File: src/rtl/pc_sequencer.sv
// rtl/pc_sequencer.sv - fetch-stage program counter with branch/jump/call/return and return-address stack
module pc_sequencer #(
   parameter int unsigned     WIDTH     = 32,
   parameter longint unsigned STEP      = 1,
   parameter longint unsigned RESET_PC  = 0,
   parameter int unsigned     RAS_DEPTH = 4
) (
   input  logic                       clk,
   input  logic                       rst_n,
   input  logic                       stall_i,
   input  logic                       branch_taken_i,
   input  logic [WIDTH-1:0]           branch_target_i,
   input  logic                       jump_i,
   input  logic                       call_i,
   input  logic                       ret_i,
   input  logic [WIDTH-1:0]           jump_target_i,
   output logic [WIDTH-1:0]           pc_o,
   output logic [WIDTH-1:0]           pc_plus_o,
   output logic [$clog2(RAS_DEPTH):0] ras_count_o,
   output logic                       ras_overflow_o,
   output logic                       ras_underflow_o
);

   localparam int unsigned      PW      = $clog2(RAS_DEPTH);
   localparam logic [WIDTH-1:0] STEP_W  = WIDTH'(STEP);
   localparam logic [WIDTH-1:0] RESET_W = WIDTH'(RESET_PC);
   localparam logic [PW:0]      FULL    = (PW+1)'(RAS_DEPTH);

   logic [WIDTH-1:0] ras [RAS_DEPTH];
   logic [PW-1:0]    ptr;
   logic [PW-1:0]    top;
   logic             active;
   logic             do_ret;
   logic             do_call;

   assign pc_plus_o = pc_o + STEP_W;
   assign top       = ptr - PW'(1);
   // a branch or stall squashes every control-flow request in that cycle
   assign active    = !branch_taken_i && !stall_i;
   assign do_ret    = active && ret_i;
   assign do_call   = active && call_i && !ret_i;

   // circular buffer: when full, the push lands on the oldest entry
   always_ff @(posedge clk) begin
      if (do_call)
         ras[ptr] <= pc_plus_o;
   end

   always_ff @(posedge clk or negedge rst_n) begin
      if (!rst_n) begin
         pc_o            <= RESET_W;
         ptr             <= '0;
         ras_count_o     <= '0;
         ras_overflow_o  <= 1'b0;
         ras_underflow_o <= 1'b0;
      end else begin
         ras_overflow_o  <= 1'b0;
         ras_underflow_o <= 1'b0;
         if (branch_taken_i) begin
            pc_o <= branch_target_i;
         end else if (stall_i) begin
            pc_o <= pc_o;
         end else if (do_ret) begin
            if (ras_count_o != '0) begin
               pc_o        <= ras[top];
               ptr         <= top;
               ras_count_o <= ras_count_o - 1'b1;
            end else begin
               pc_o            <= pc_plus_o;
               ras_underflow_o <= 1'b1;
            end
         end else if (do_call) begin
            pc_o <= jump_target_i;
            ptr  <= ptr + PW'(1);
            if (ras_count_o == FULL)
               ras_overflow_o <= 1'b1;
            else
               ras_count_o <= ras_count_o + 1'b1;
         end else if (jump_i) begin
            pc_o <= jump_target_i;
         end else begin
            pc_o <= pc_plus_o;
         end
      end
   end

endmodule

File: config.mk
export PLATFORM = sky130hd
export DESIGN_NAME = pc_sequencer
export DESIGN_NICKNAME = d
export VERILOG_FILES = /design/src/rtl/pc_sequencer.sv
export SDC_FILE = /design/constraint.sdc
export NUM_CORES = 1
export LEC_CHECK = 0
export BUFFER_PORTS_ARGS = -buffer_cell sky130_fd_sc_hd__clkbuf_2
export CORE_MARGIN = 4
export CORE_UTILIZATION = 51
export CTS_BUF_LIST = sky130_fd_sc_hd__clkbuf_16
export CTS_CLUSTER_DIAMETER = 120
export CTS_CLUSTER_SIZE = 20
export DETAILED_ROUTE_END_ITERATION = 8
export PLACE_DENSITY = 0.83
export SLEW_MARGIN = 20
export SYNTH_ARGS = -nofsm -noshare
export SYNTH_HDL_FRONTEND = slang
export SYNTH_SLANG_ARGS = --single-unit
File: constraint.sdc
create_clock -name clk -period 3.2 [get_ports clk]
set_input_delay 0.32 -clock clk [delete_from_list [all_inputs] [get_ports clk]]
set_output_delay 0.32 -clock clk [all_outputs]
set_load 0.01 [all_outputs]
* After elaboration in Yosys (flattened, before gate mapping)
Memory sizes are Yosys's and may differ from the RTL's.
Cells that the tools add are included.
** Storage, ports and cells
- Register bits :: 39
- RAM bits :: 128
- Bits of input ports :: 71
- Output and inout bits :: 69
- Word-level logic and storage cells :: 52
- Memories kept :: 1
** Cells by class
- Add/subtract/negate cells :: 5
- Equal/unequal tests :: 4
- Muxes and demuxes :: 24
- Bitwise operators :: 2
- Reduce and logical (&&, ||, !) cells :: 11
** Memory list
- ras :: words 4, width 32, rd ports 1, clocked after memory_dff 0, write ports 1, line 29 : logic [WIDTH-1:0] ras [RAS_DEPTH];
** Operators with widths (number)
- 2-to-1 mux 32 bit :: 6
- adder 32 x 1 -> 32 bit, second input constant :: 1
- 2-to-1 mux 3 bit :: 4
- 2-to-1 mux 1 bit :: 11
- 2-to-1 mux 2 bit :: 3
- AND reduction 5 bit :: 1
- logical AND 1 bit :: 4
- != test 2 x 1 -> 1 bit, second input constant :: 2
- AND reduction 4 bit :: 1
- adder 3 x 1 -> 3 bit, second input constant :: 1
- == test 3 bit, second input constant :: 1
- zero test 1 bit :: 3
- nonzero test 3 bit :: 1
- subtractor 3 x 1 -> 3 bit, second input constant :: 1
- adder 2 x 1 -> 2 bit, second input constant :: 1
- != test 2 bit, second input constant :: 1
- NOT 1 bit :: 2
- nonzero test 2 bit :: 1
- subtractor 2 x 1 -> 2 bit, second input constant :: 1

* Depth between registers and ports, before layout
Gate-level depths: netlist of run 1.
- Depth in word-level cells :: 8
- Depth in mapped cells :: 12
- Depth with buffers taken out :: 7

* Least setup slack after synthesis of run 1
No wires, ideal clock.
- Kind :: register to register
- Start :: register ptr[0]
- End :: register pc_o[7]
- Data arrival time :: 3340 ps
- Data required time :: 3064 ps
- Path slack :: -277 ps
- Cell stages (with the launch flop) :: 12
- Cells stage by stage :: dfrtp_1 -> clkbuf_1 -> buf_2 -> buf_2 -> inv_1 -> ha_1 -> clkbuf_1 -> clkbuf_1 -> buf_1 -> mux4_2 -> a221oi_1 -> o32ai_1
** On the way
- Longest elaborated chain between the ends :: 6
** RTL lines
- start, declared :: line 30 : logic [PW-1:0] ptr;
- start signal, assigned :: line 66 : ptr <= top;
- start signal, assigned :: line 74 : ptr <= ptr + PW'(1);
- subtractor 2 x 1 -> 2 bit :: line 37 : assign top = ptr - PW'(1);
- memory (4 x 32 bit)
- 2-to-1 mux 32 bit :: line 64 : if (ras_count_o != '0) begin
- 2-to-1 mux 32 bit :: line 63 : end else if (do_ret) begin
- 2-to-1 mux 32 bit :: line 61 : end else if (stall_i) begin
- 2-to-1 mux 32 bit :: line 59 : if (branch_taken_i) begin
- end signal, assigned :: line 60 : pc_o <= branch_target_i;
- end signal, assigned :: line 62 : pc_o <= pc_o;
- end signal, assigned :: line 65 : pc_o <= ras[top];
- end, declared :: line 17 : output logic [WIDTH-1:0] pc_o,
Every way passes these cells. The select of a mux whose other input is x is not followed.
A chain may end at the register's enable or synchronous reset.

* Worst setup path after layout of run 1
- Start :: register pc_o[3]
- End :: output port pc_plus_o[27]
** On the way
- Longest elaborated chain between the ends :: 1
** RTL lines
- adder 32 x 1 -> 32 bit :: line 36 : assign pc_plus_o = pc_o + STEP_W;
- end, declared :: line 18 : output logic [WIDTH-1:0] pc_plus_o,
Every way passes these cells.

==> results of run 1 <==
## cells by family (layout without fill, tap and decap cells)
logic type	after synthesis	in the layout
AOI/OAI and AO/OA	141	141
and+or+nand+nor	157	157
buffers and inverters	60	219
adders and majority gates	6	6
xor gates and xnor gates	22	22
DFF	167	167
muxes	36	36
## power by group
part           total, mW  leakage (nW)  internal [mW]  switching [mW]
sequential          2.69          1.61           2.52           0.162
combinational       2.03          1.70          0.904            1.12
clock               1.91         0.277           1.04           0.871
## cells in the mapped netlist (5+ instances only)
cell type | number | area, um2
buf_2 | 6 | 30.0
xor2_1 | 10 | 87.6
a21oi_1 | 27 | 135
nor3_1 | 20 | 100
nor2_1 | 27 | 101
and2_1 | 7 | 43.8
o221ai_1 | 11 | 96.3
inv_1 | 22 | 82.6
edfxtp_1 | 128 | 3840
a221oi_1 | 18 | 158
nand2_1 | 32 | 120
ha_1 | 5 | 62.6
xnor2_1 | 11 | 96.3
dfrtp_1 | 39 | 976
mux4_2 | 32 | 721
o21a_1 | 12 | 90.1
nor4_1 | 6 | 37.5
a31oi_1 | 12 | 75.1
or3_1 | 6 | 37.5
o21ai_0 | 21 | 105
clkbuf_1 | 29 | 109
or2_2 | 7 | 43.8
and4_1 | 5 | 43.8
nand3_1 | 19 | 95.1
nand4_1 | 6 | 37.5
## sequential cells by signal, summed over array words and instances, names as in the netlist
name             flops
ras_count_o          3
ptr                  2
ras                128
ras_underflow_o      1
pc_o                32
ras_overflow_o       1
## final cells by class
cell class                 instances  area (um2)  area share
sequential                       167        4820       0.507
multi-input combinational        362        2920       0.307
timing repair buffer             165         903      0.0950
clock buffer                      18         450      0.0473
tap                              188         235      0.0247
clock inverter                    14        97.6      0.0103
inverter                          22        82.6     0.00868
## placed cells by master (no fill, tap or decap), types with 18 or more instances in the layout
master     count
dfrtp_1       37
clkbuf_16     18
clkbuf_2     138
nand2_1       32
o21ai_0       21
nor2_1        27
inv_1         22
buf_4         25
a221oi_1      18
mux4_2        32
edfxtp_1     128
nand3_1       18
a21oi_1       27
nor3_1        19
## metrics by stage
stage	worst slack [ns]	hold slack [ns]	std cells	power (mW)	instance area (um2)
floorplan	0.00490	0.0244	589	4.02	7940
global placement	0.474	0.544	903	4.63	8910
detailed placement	0.357	0.542	903	4.70	8910
CTS	0.0134	0.0879	935	6.60	9470
global route	0.0174	0.0872	936	6.90	9510
finish	0.142	0.0261	936	6.62	9510
## timing repair
| action | 4_1_cts | 5_1_grt |
|---|---|---|
| gates resized for setup | 1 | 7 |
| pin swaps | 0 | 1 |
| buffers inserted | 0 | 1 |
| setup endpoints to repair | 2 | 8 |
## metal layers
metal	GRT usage	share of wire	vias to the layer above
met5	0	0	-
met4	0.147	0.051	0
met3	0.0730	0.13	86
met2	0.413	0.45	545
met1	0.358	0.37	3048
li1	-	-	2617
## worst paths after layout
path,cells past startpoint,startpoint,to,slack (ns)
min in group clk,2,branch_target_i[1],pc_o[1],0.11
setup reg to reg,7,ptr[1],pc_o[16],0.62
setup / recovery,5,pc_o[3],pc_plus_o[27],0.14
hold reg to reg,2,ptr[0],ptr[0],0.60
max in group asynchronous,1,rst_n,pc_o[2],2.47
hold / removal,1,rst_n,ras_underflow_o,0.03
==> summary.md, run 1 <==
| Metric | Value |
|---|---|
| Seq/Total Area, Yosys | 0.607 |
| Xor/xnor share of the synthesized area | 0.0252 |
| Rows | 45 |
| I/O Pins | 140 |
| Post-synth top flop | edfxtp_1 |
| All-Layer GR Usage | 0.272 |
| Via density | ~6.7 |
| CTS root buffer | clkbuf_16 |
| TritonCTS buffer count | 17 |
| Die W | 133 um |
| Worst Path Max Fanout | 8 |
| Buffers and inverters on the worst path | 1 |
| Worst Setup End Kind | primary output |
| Synth Register Bits | 167 |
| Antenna violations before repair | 0 |
| Vias in the first global route | 6,398 |
| Reg clk slew, reported paths | 0.07 ns |
| Antenna fix cells | 0 |
| Final Max Slew Viols | 0 |
| Layout cells sized above 1 | 0.338 |
| Routed WL | 23,500 um |
| Drt initial violations | approximately 1.0k |
| Post-DP HPWL | between 15,000 and 20,000 um |
| Setup violators final | 0 |
| Outcome | finished, final reports clean |
| Min-Delay Path Class | primary input to async pin |
| Final hold violation count | 0 |
| Fmax | between 0.3 and 0.4 GHz |
| Leak pwr | 3.58 nW |
| Startpoint types | register |
| Top delay family on crit path | simple AND/OR/NAND/NOR gates |
| TritonCTS clock tree | yes |
| Later-pin clock latency in the skew report | 0.44 ns |
| Die H | 133 um |
| Worst vdd ir | 503 uV |
| Nets | between 800 and 900 |
| Routed len/inst | 25.1 um |
| CP Class | register to primary output |
| Syn Area/Cell | 13.5 um2 |
| Synth Area in Compound Gates | 0.123 |
| Synthesized-area fraction occupied by adder cells | 0.0104 |
| RSZ-0062 raised after global routing | no |
| Largest family of logic cells by synthesized area | compound AO/OA/AOI/OAI gates |
| Number of fill cells | 1,141 |
| Hold buffers post-CTS | 0 |
| Congestion Overflow GR | 0 |
| Initial Util | 0.522 |
| Max_slew headroom | 0.343 |
| Max Cap Viol | 0 |
| Simple-gate portion of the synthesized area | 0.108 |
| Min cycle time layout | just over 3 ns |
| Final period util | 0.956 |
| Mux cell area share after synthesis | 0.0960 |
| Syn-to-layout area delta | 19.8% |
| Pre-antenna DRT Iters | 7 |
| Largest net degree at the start of global routing | 40 |
| Yosys cell types | 65 |
| First-pass GRT wire length | ~36,000 um |
| # clock sinks | about 170 |
| Synth Cell Area | 7940 um2 |
| Fin util | 0.626 |
| PwrDens | 696 nW/um2 |
| CORE AREA | about 15,000 um2 |
| Detail Route Antenna Nets | 0 |
| Die Area | 17,600 um2 |
| EDFF count, synth | 128 |
| Cell count after synthesis | 589 |
| Critical Path, Cell by Cell | nand3_2 > or4_4 > or4b_4 > xnor2_4 > clkbuf_2 |
| Vias | around 6.3k |
| DRC violations left | 0 |
| Critical Path RT | approximately 2.9 ns |
| Synth Net Count | 666 |
| Post-synth ARST share | 0.234 |
| Clk_skew | 0.00907 ns |
| YS warnings | 0 |
| Clock buffer depth | 2 |
| Setup TNS Final | 0 ns |
| CP max stage delay | 0.64 ns |
| Slowest CP cell | or4_4 |
| Crit path DAT | 2.74 ns |
| CTS H-tree depth | 4 |
| Gpl congestion | 0.960 |
| Port Buf Inserts | roughly 140 |
| Slew of the pin with the lowest slew margin | 0.986 ns |
(Power assumes the default switching activity.)
==> run 2: changes to the inputs <==
- RECOVER_POWER: not set -> 50
==> run 2 against run 1 <==
- the run now ends with max-capacitance violations, max-slew violations left
- non-clock buffer count unchanged
- hold slack better by 0.083 ns
- count of clock-buffer cells in the layout unchanged
- combinational power down 2%
- power down 0.49%
- final area down 0.79%
- final cell count unchanged
- flip-flop and latch count unchanged
- highest routed layer unchanged
==> summary.md, run 2 (synthesis results as in run 1) <==
| Metric | Value |
|---|---|
| Later-pin clock latency in the skew report | 0.44 ns (about the same) |
| Pre-antenna DRT Iters | 7 (unchanged) |
| Min cycle time layout | 3.05 ns (-0.00546 ns) |
| # clock sinks | 167 (unchanged) |
| Crit path DAT | 2.73 ns (about the same) |
| Outcome | finished, violations left |
| PnR worst setup slack | 0.147 ns (+0.00546 ns) |
| CORE AREA | 15,200 um2 (unchanged) |
| Critical Path, Cell by Cell | nand3_2 > or4_4 > or4b_4 > xnor2_4 > clkbuf_2 |
| Max_slew headroom | -0.570 (-0.913) |
| Routed WL | 23,400 um (-0.31%) |
| Layout cells sized above 1 | 0.279 (-0.0588) |
| Setup TNS Final | 0 ns (unchanged) |
| Antenna violations before repair | 0 (unchanged) |
| Biggest regs | ras (128), pc_o (32), ras_count_o (3) |
| Setup violators final | 0 (unchanged) |
| I/O Pins | 140 (unchanged) |
| Commonest cells after routing, fill and taps aside | 128 x edfxtp_1, 101 x clkbuf_2, 42 x clkbuf_1, 37 x dfrtp_1 |
| Reg clk slew, reported paths | 0.06 ns (about the same) |
| Number of fill cells | 1,170 (+2.5%) |
| Worst vdd ir | 500 uV (-0.61%) |
| Die W | 133 um (unchanged) |
| Nets | 812 (unchanged) |
| DRC violations left | 0 (unchanged) |
| Final Max Slew Viols | 40 (+40) |
| Worst Path Max Fanout | 8 (unchanged) |
| Most common cell after layout, fill and taps aside | edfxtp_1 |
| Fmax | 0.328 GHz (+0.18%) |
| Drt initial violations | 1,008 (-2.6%) |
| Setup WS pre-CTS | 0.357 ns (unchanged) |
| All-Layer GR Usage | 0.272 (unchanged) |
| Syn-to-layout area delta | 18.9% |
| Die H | 133 um (unchanged) |
| Post-Layout Cell Count | 936 (unchanged) |
| Vias | 6,249 (-0.75%) |
| Register area | 4820 um2 (unchanged) |
| Critical Path RT | 2.88 ns (about the same) |
| Via density | 6.68 (-0.75%) |
| CP Class | register to primary output |
| Area taken by multi-input logic gates | 2910 um2 (-0.43%) |
| First-pass GRT wire length | 36,300 um (unchanged) |
| Slowest CP cell | or4_4 |
| Antenna fix cells | 0 (unchanged) |
| Congestion Overflow GR | 0 (unchanged) |
| Post-DP HPWL | 15,700 um (unchanged) |
| Port Buf Inserts | 139 (unchanged) |
| CTS root buffer | clkbuf_16 |
| Max Cap Viol | 2 (+2) |
| Fin util | 0.621 (-0.00494) |
| Top reg by flops | ras |
| Final period util | 0.954 (-0.00171) |
| Vias in the first global route | 6,398 (unchanged) |
| Final hold violation count | 0 (unchanged) |
| Largest net degree at the start of global routing | 40 (unchanged) |
| Failing checks | max-capacitance violations, max-slew violations |
| Min-Delay Path Class | primary input to register |
| PwrDens | 698 nW/um2 (+0.30%) |
| Clock buffer depth | 2 (unchanged) |
| Hold buffers post-CTS | 0 (unchanged) |
| Placed cell count | 903 (unchanged) |
| RSZ-0062 raised after global routing | no |
| Largest register FFs | 128 (unchanged) |
| Gpl congestion | 0.960 (unchanged) |
| Worst Setup End Kind | primary output |
| Die Area | 17,600 um2 (unchanged) |
| Clk_skew | 0.0108 ns (+0.00170 ns) |
| Fin area | 9440 um2 (-0.79%) |
| Leak pwr | 3.45 nW (-3.7%) |
| Placed Instance Area | 8910 um2 (unchanged) |
| Detail Route Antenna Nets | 0 (unchanged) |
| Routed len/inst | 25.0 um (-0.31%) |
| Startpoint types | register |
| Initial Util | 0.522 (unchanged) |
| CP max stage delay | 0.64 ns (about the same) |
| CTS H-tree depth | 4 (unchanged) |
| Rows | 45 (unchanged) |
| TritonCTS clock tree | yes |
| TritonCTS buffer count | 17 (unchanged) |
| Slew of the pin with the lowest slew margin | 2.35 ns (+1.37 ns) |
-- run 2: changes by cell type in the layout (fill, tap and decap cells not counted) --
cell,change
buf_4,-4
and2_1,-3
nor4_2,-1
nor4b_2,-1
clkbuf_2,-37
nor4b_1,+1
buf_2,-1
clkbuf_1,+42
nor4_1,+1
and2_0,+3
-- run 2: per-stage QoR --
step                      power, mW  hold slack, ns
final                          6.59           0.109
after global routing           6.88          0.0980
after CTS                      6.60          0.0879
after detailed placement       4.70           0.542
after global placement         4.63           0.544
after floorplan                4.02          0.0244
-- run 2: where the power goes --
part / internal, mW / switching (mW)
clock network: 1.04 / 0.871
registers: 2.53 / 0.162
logic: 0.882 / 1.11
-- run 2: area by class of cell --
| type | instances | area share |
|---|---|---|
| repair buffers | 165 | 0.0891 |
| multi-input cells | 362 | 0.308 |
| clock buffers | 18 | 0.0477 |
| clock inverters | 14 | 0.0103 |
| flip-flops and latches | 167 | 0.511 |
| inverters | 22 | 0.00875 |
| well taps | 188 | 0.0249 |
-- run 2: routing by layer --
metal | routed length (um) | GRT usage | vias up
met5 | 0 | 0 | -
met4 | 1130 | 0.147 | 0
met3 | 2860 | 0.0730 | 84
met2 | 10800 | 0.413 | 513
met1 | 8620 | 0.358 | 3032
li1 | - | - | 2620
-- run 2: final timing paths --
path / start / to / slack [ns] / depth (start not counted)
setup / recovery: pc_o[3] / pc_plus_o[27] / 0.15 / 5
hold / removal: branch_target_i[1] / pc_o[1] / 0.11 / 2
setup reg to reg: ptr[1] / pc_o[16] / 0.65 / 7
hold reg to reg: ptr[0] / ptr[0] / 0.60 / 2
max in group asynchronous: rst_n / pc_o[2] / 1.07 / 1
min in group asynchronous: rst_n / ras_underflow_o / 0.58 / 1
-- run 2: timing repair --
action / in CTS / in global routing
buffers inserted: 0 / 1
pin swaps: 0 / 1
gates resized for setup: 1 / 7
setup endpoints to repair: 2 / 8
-- run 2: critical path, delay by kind of cell (launching register included) --
kind,cells,cell delay [ns]
and+or+nand+nor,3,1.41
DFF,1,0.50
xor gates and xnor gates,1,0.21
buffers and inverters,1,0.18
==> run 3: changes to the inputs <==
- ABC_AREA: not set -> 1
- CORE_UTILIZATION: 51 -> 52
==> run 3 against run 2 <==
- the flow still finishes with violations (max-capacitance violations, max-slew violations)
- final cell count rose by 46%
- worst setup slack improved by 0.16 ns
- register-to-register slack lost 0.18 ns
- combinational power up 14%
- synthesized area is 8.5% higher
- hold slack better by 0.0035 ns
- die area grew 6.0%
- highest routed layer unchanged
- wire length is 10% higher
- core utilization up 0.057 points
==> summary.md, run 3 <==
| Metric | Value |
|---|---|
| Min cycle time layout | 2.89 ns (-0.163 ns) |
| Top-count cell post-synth | nand2_1 |
| Seq/Total Area, Yosys | 0.560 (-0.0474) |
| Congestion Overflow GR | 0 (unchanged) |
| Syn Area/Cell | 8.59 um2 (-36%) |
| Antenna violations before repair | 0 (unchanged) |
| Biggest regs | ras (128), pc_o (32), ras_count_o (3) |
| Pre-antenna DRT Iters | 7 (unchanged) |
| Worst vdd ir | 396 uV (-21%) |
| I/O Pins | 140 (unchanged) |
| Max_slew headroom | -0.152 (+0.418) |
| Min-Delay Path Class | primary input to register |
| DRC violations left | 0 (unchanged) |
| Drt initial violations | 971 (-3.7%) |
| Startpoint types | register |
| Syn-to-layout area delta | 15.9% |
| Nets | 1,217 (+50%) |
| CTS H-tree depth | 4 (unchanged) |
| Clk pwr share | 0.278 (-0.012) |
| CTS root buffer | clkbuf_16 |
| Reg clk slew, reported paths | 0.06 ns (about the same) |
| Post-synth ARST share | 0.234 (unchanged) |
| Fmax | 0.346 GHz (+5.6%) |
| Cell-internal power | 4.26 mW (-4.1%) |
| CP max stage delay | 0.60 ns (-0.04 ns) |
| Critical Path, Cell by Cell | nand3_1 > nor2_1 > nand3_2 > xor2_1 > clkbuf_2 |
| Routed len/inst | 18.9 um (-24%) |
| Clk_skew | 0.0101 ns (-0.000717 ns) |
| Via density | 5.70 (-15%) |
| Register area | 4820 um2 (about the same) |
| Area taken by multi-input logic gates | 3230 um2 (+11%) |
| Post-DP HPWL | 17,700 um (+13%) |
| First-pass GRT wire length | 40,100 um (+11%) |
| Worst hold slack | 0.112 ns (+0.00345 ns) |
| Final period util | 0.903 (-0.0510) |
| Failing checks | max-capacitance violations, max-slew violations |
| Crit path DAT | 2.57 ns (-0.16 ns) |
| Worst Path Max Fanout | 7 (-1) |
| YS warnings | 0 (unchanged) |
| # clock sinks | 167 (unchanged) |
| Number of fill cells | 1,361 (+16%) |
| Max Cap Viol | 2 (unchanged) |
| Vias | 7,807 (+25%) |
| PwrDens | 685 nW/um2 (-1.9%) |
| Synth Register Bits | 167 (unchanged) |
| Setup TNS Final | 0 ns (unchanged) |
| Placed cell count | 1,336 (+48%) |
| Leak pwr | 4.26 nW (+23%) |
| Worst Setup End Kind | primary output |
| Cell count after synthesis | 1,003 (+70%) |
| Routed WL | 25,800 um (+10%) |
| Yosys cell types | 40 (-38%) |
| Initial Util | 0.536 (+0.0140) |
| TritonCTS clock tree | yes |
| PostCTS Resize Cnt | 0 (-1) |
| EDFF count, synth | 128 (unchanged) |
| Die Area | 18,700 um2 (+6.0%) |
| Rows | 46 (+2.2%) |
| Setup violators final | 0 (unchanged) |
| Port Buf Inserts | 139 (unchanged) |
| Sequential share of power | 0.391 (-0.017) |
| Clock buffer depth | 2 (unchanged) |
| Post-Layout Cell Count | 1,369 (+46%) |
| Layout cells sized above 1 | 0.140 (-0.140) |
| Die H | 137 um (+2.9%) |
| Slowest CP cell | xor2_1 |
| Fin area | 9980 um2 (+5.7%) |
| Ranking of synthesized cells by area | edfxtp_1 45%, nand2_1 15%, dfrtp_1 11%, nand3_1 5.5%, nor2_1 4.3% |
| Post-synth top flop | edfxtp_1 |
| Most common cell after layout, fill and taps aside | nand2_1 |
| Share of the synthesized area in the top cell type | 0.446 (-0.0378) |
| Synth Cell Area | 8610 um2 (+8.5%) |
| Post-synth top cells | 337 x nand2_1, 128 x edfxtp_1, 98 x nor2_1 |
| Synth Net Count | 1,080 (+62%) |
| Synth area leader | edfxtp_1 |
| Antenna fix cells | 0 (unchanged) |
| Largest register FFs | 128 (unchanged) |
| Top reg by flops | ras |
| Die W | 137 um (+2.9%) |
| Critical Path RT | 2.88 ns (about the same) |
| Largest net degree at the start of global routing | 68 (+70%) |
| Gpl congestion | 0.940 (-2.1%) |
| Later-pin clock latency in the skew report | 0.44 ns (about the same) |
| Outcome | finished, violations left |
| Comb pwr share | 0.331 (+0.029) |
| Detail Route Antenna Nets | 0 (unchanged) |
| Placed Instance Area | 9540 um2 (+7.0%) |
| TritonCTS buffer count | 17 (unchanged) |
| Commonest cells after routing, fill and taps aside | 338 x nand2_1, 128 x edfxtp_1, 102 x nor2_1, 101 x clkbuf_2, 95 x nand3_1 |
| RSZ-0062 raised after global routing | no |
| Tot Pwr | 6.83 mW (+3.7%) |
| Slew of the pin with the lowest slew margin | 1.73 ns (-0.627 ns) |
| Final hold violation count | 0 (unchanged) |
| Vias in the first global route | 7,368 (+15%) |
| Switching Share | 0.376 (+0.0508) |
| NetSw | 2.57 mW (+20%) |
| CP Class | register to primary output |
| All-Layer GR Usage | 0.287 (+0.0151) |
| CORE AREA | 16,100 um2 (+5.6%) |
| Final Max Slew Viols | 46 (+15%) |
## run 3: worst paths after layout
kind / startpoint / end / slack, ns / cells past startpoint
setup / recovery: pc_o[2] / pc_plus_o[11] / 0.31 / 5
hold / removal: branch_target_i[14] / pc_o[14] / 0.11 / 3
setup reg to reg: ptr[0] / ras[1][5] / 0.47 / 5
hold reg to reg: ras_count_o[0] / ras_count_o[0] / 0.52 / 1
max in group asynchronous: rst_n / pc_o[22] / 0.83 / 3
min in group asynchronous: rst_n / pc_o[29] / 0.87 / 2
## run 3: power groups by stage
stage          sequential [mW]  combinational, mW  clock (mW)
2_1_floorplan             2.70               1.46           0
5_1_grt                   2.68               2.51        2.00
3_5_place_dp              2.71               2.25           0
4_1_cts                   2.67               2.27        1.91
3_3_place_gp              2.70               2.21           0
6_report                  2.67               2.27        1.90
## run 3: timing repair
item / in CTS / in global routing
setup buffers: 0 / 0
endpoints found under the setup margin: 0 / 0
endpoints found under the hold margin: 25 / 0
hold buffers: 1 / 0
## run 3: cell type report
cell class | instances | area share
clock buffer | 17 | 0.0426
clock inverter | 15 | 0.0114
inverter | 92 | 0.0347
multi-input combinational | 704 | 0.323
sequential | 167 | 0.483
tap | 216 | 0.0271
timing repair buffer | 158 | 0.0776
## run 3: per-stage QoR
stage	worst slack [ns]	utilization
after CTS	0.412	0.628
after global routing	0.217	0.621
after global placement	0.900	0.594
after floorplan	0.356	-
final	0.310	0.621
after detailed placement	0.822	0.594
## run 3: cells by family (layout without fill, tap and decap cells)
kind of cell,Yosys count,in the layout,synth area share
AO/OA/AOI/OAI,116,116,0.0729
XOR/XNOR,17,17,0.0173
adder cells (fa/ha/maj),6,6,0.00959
buffers and inverters,132,282,0.0619
flip-flops,167,167,0.560
multiplexers,3,3,0.00349
AND/OR/NAND/NOR,562,562,0.275
## run 3: routing by layer
layer	wire length [um]	GRT usage	share of wire
met1	9900	0.374	0.38
met2	12100	0.461	0.47
met3	2940	0.0735	0.11
met4	908	0.112	0.035
met5	0	0	0
## run 3: worst max-delay path: cells and delay by family (launching register included)
kind          cells  cell delay [ns]
flops             1             0.53
buf+inv           1             0.26
xor+xnor          1             0.60
simple gates      3             0.74
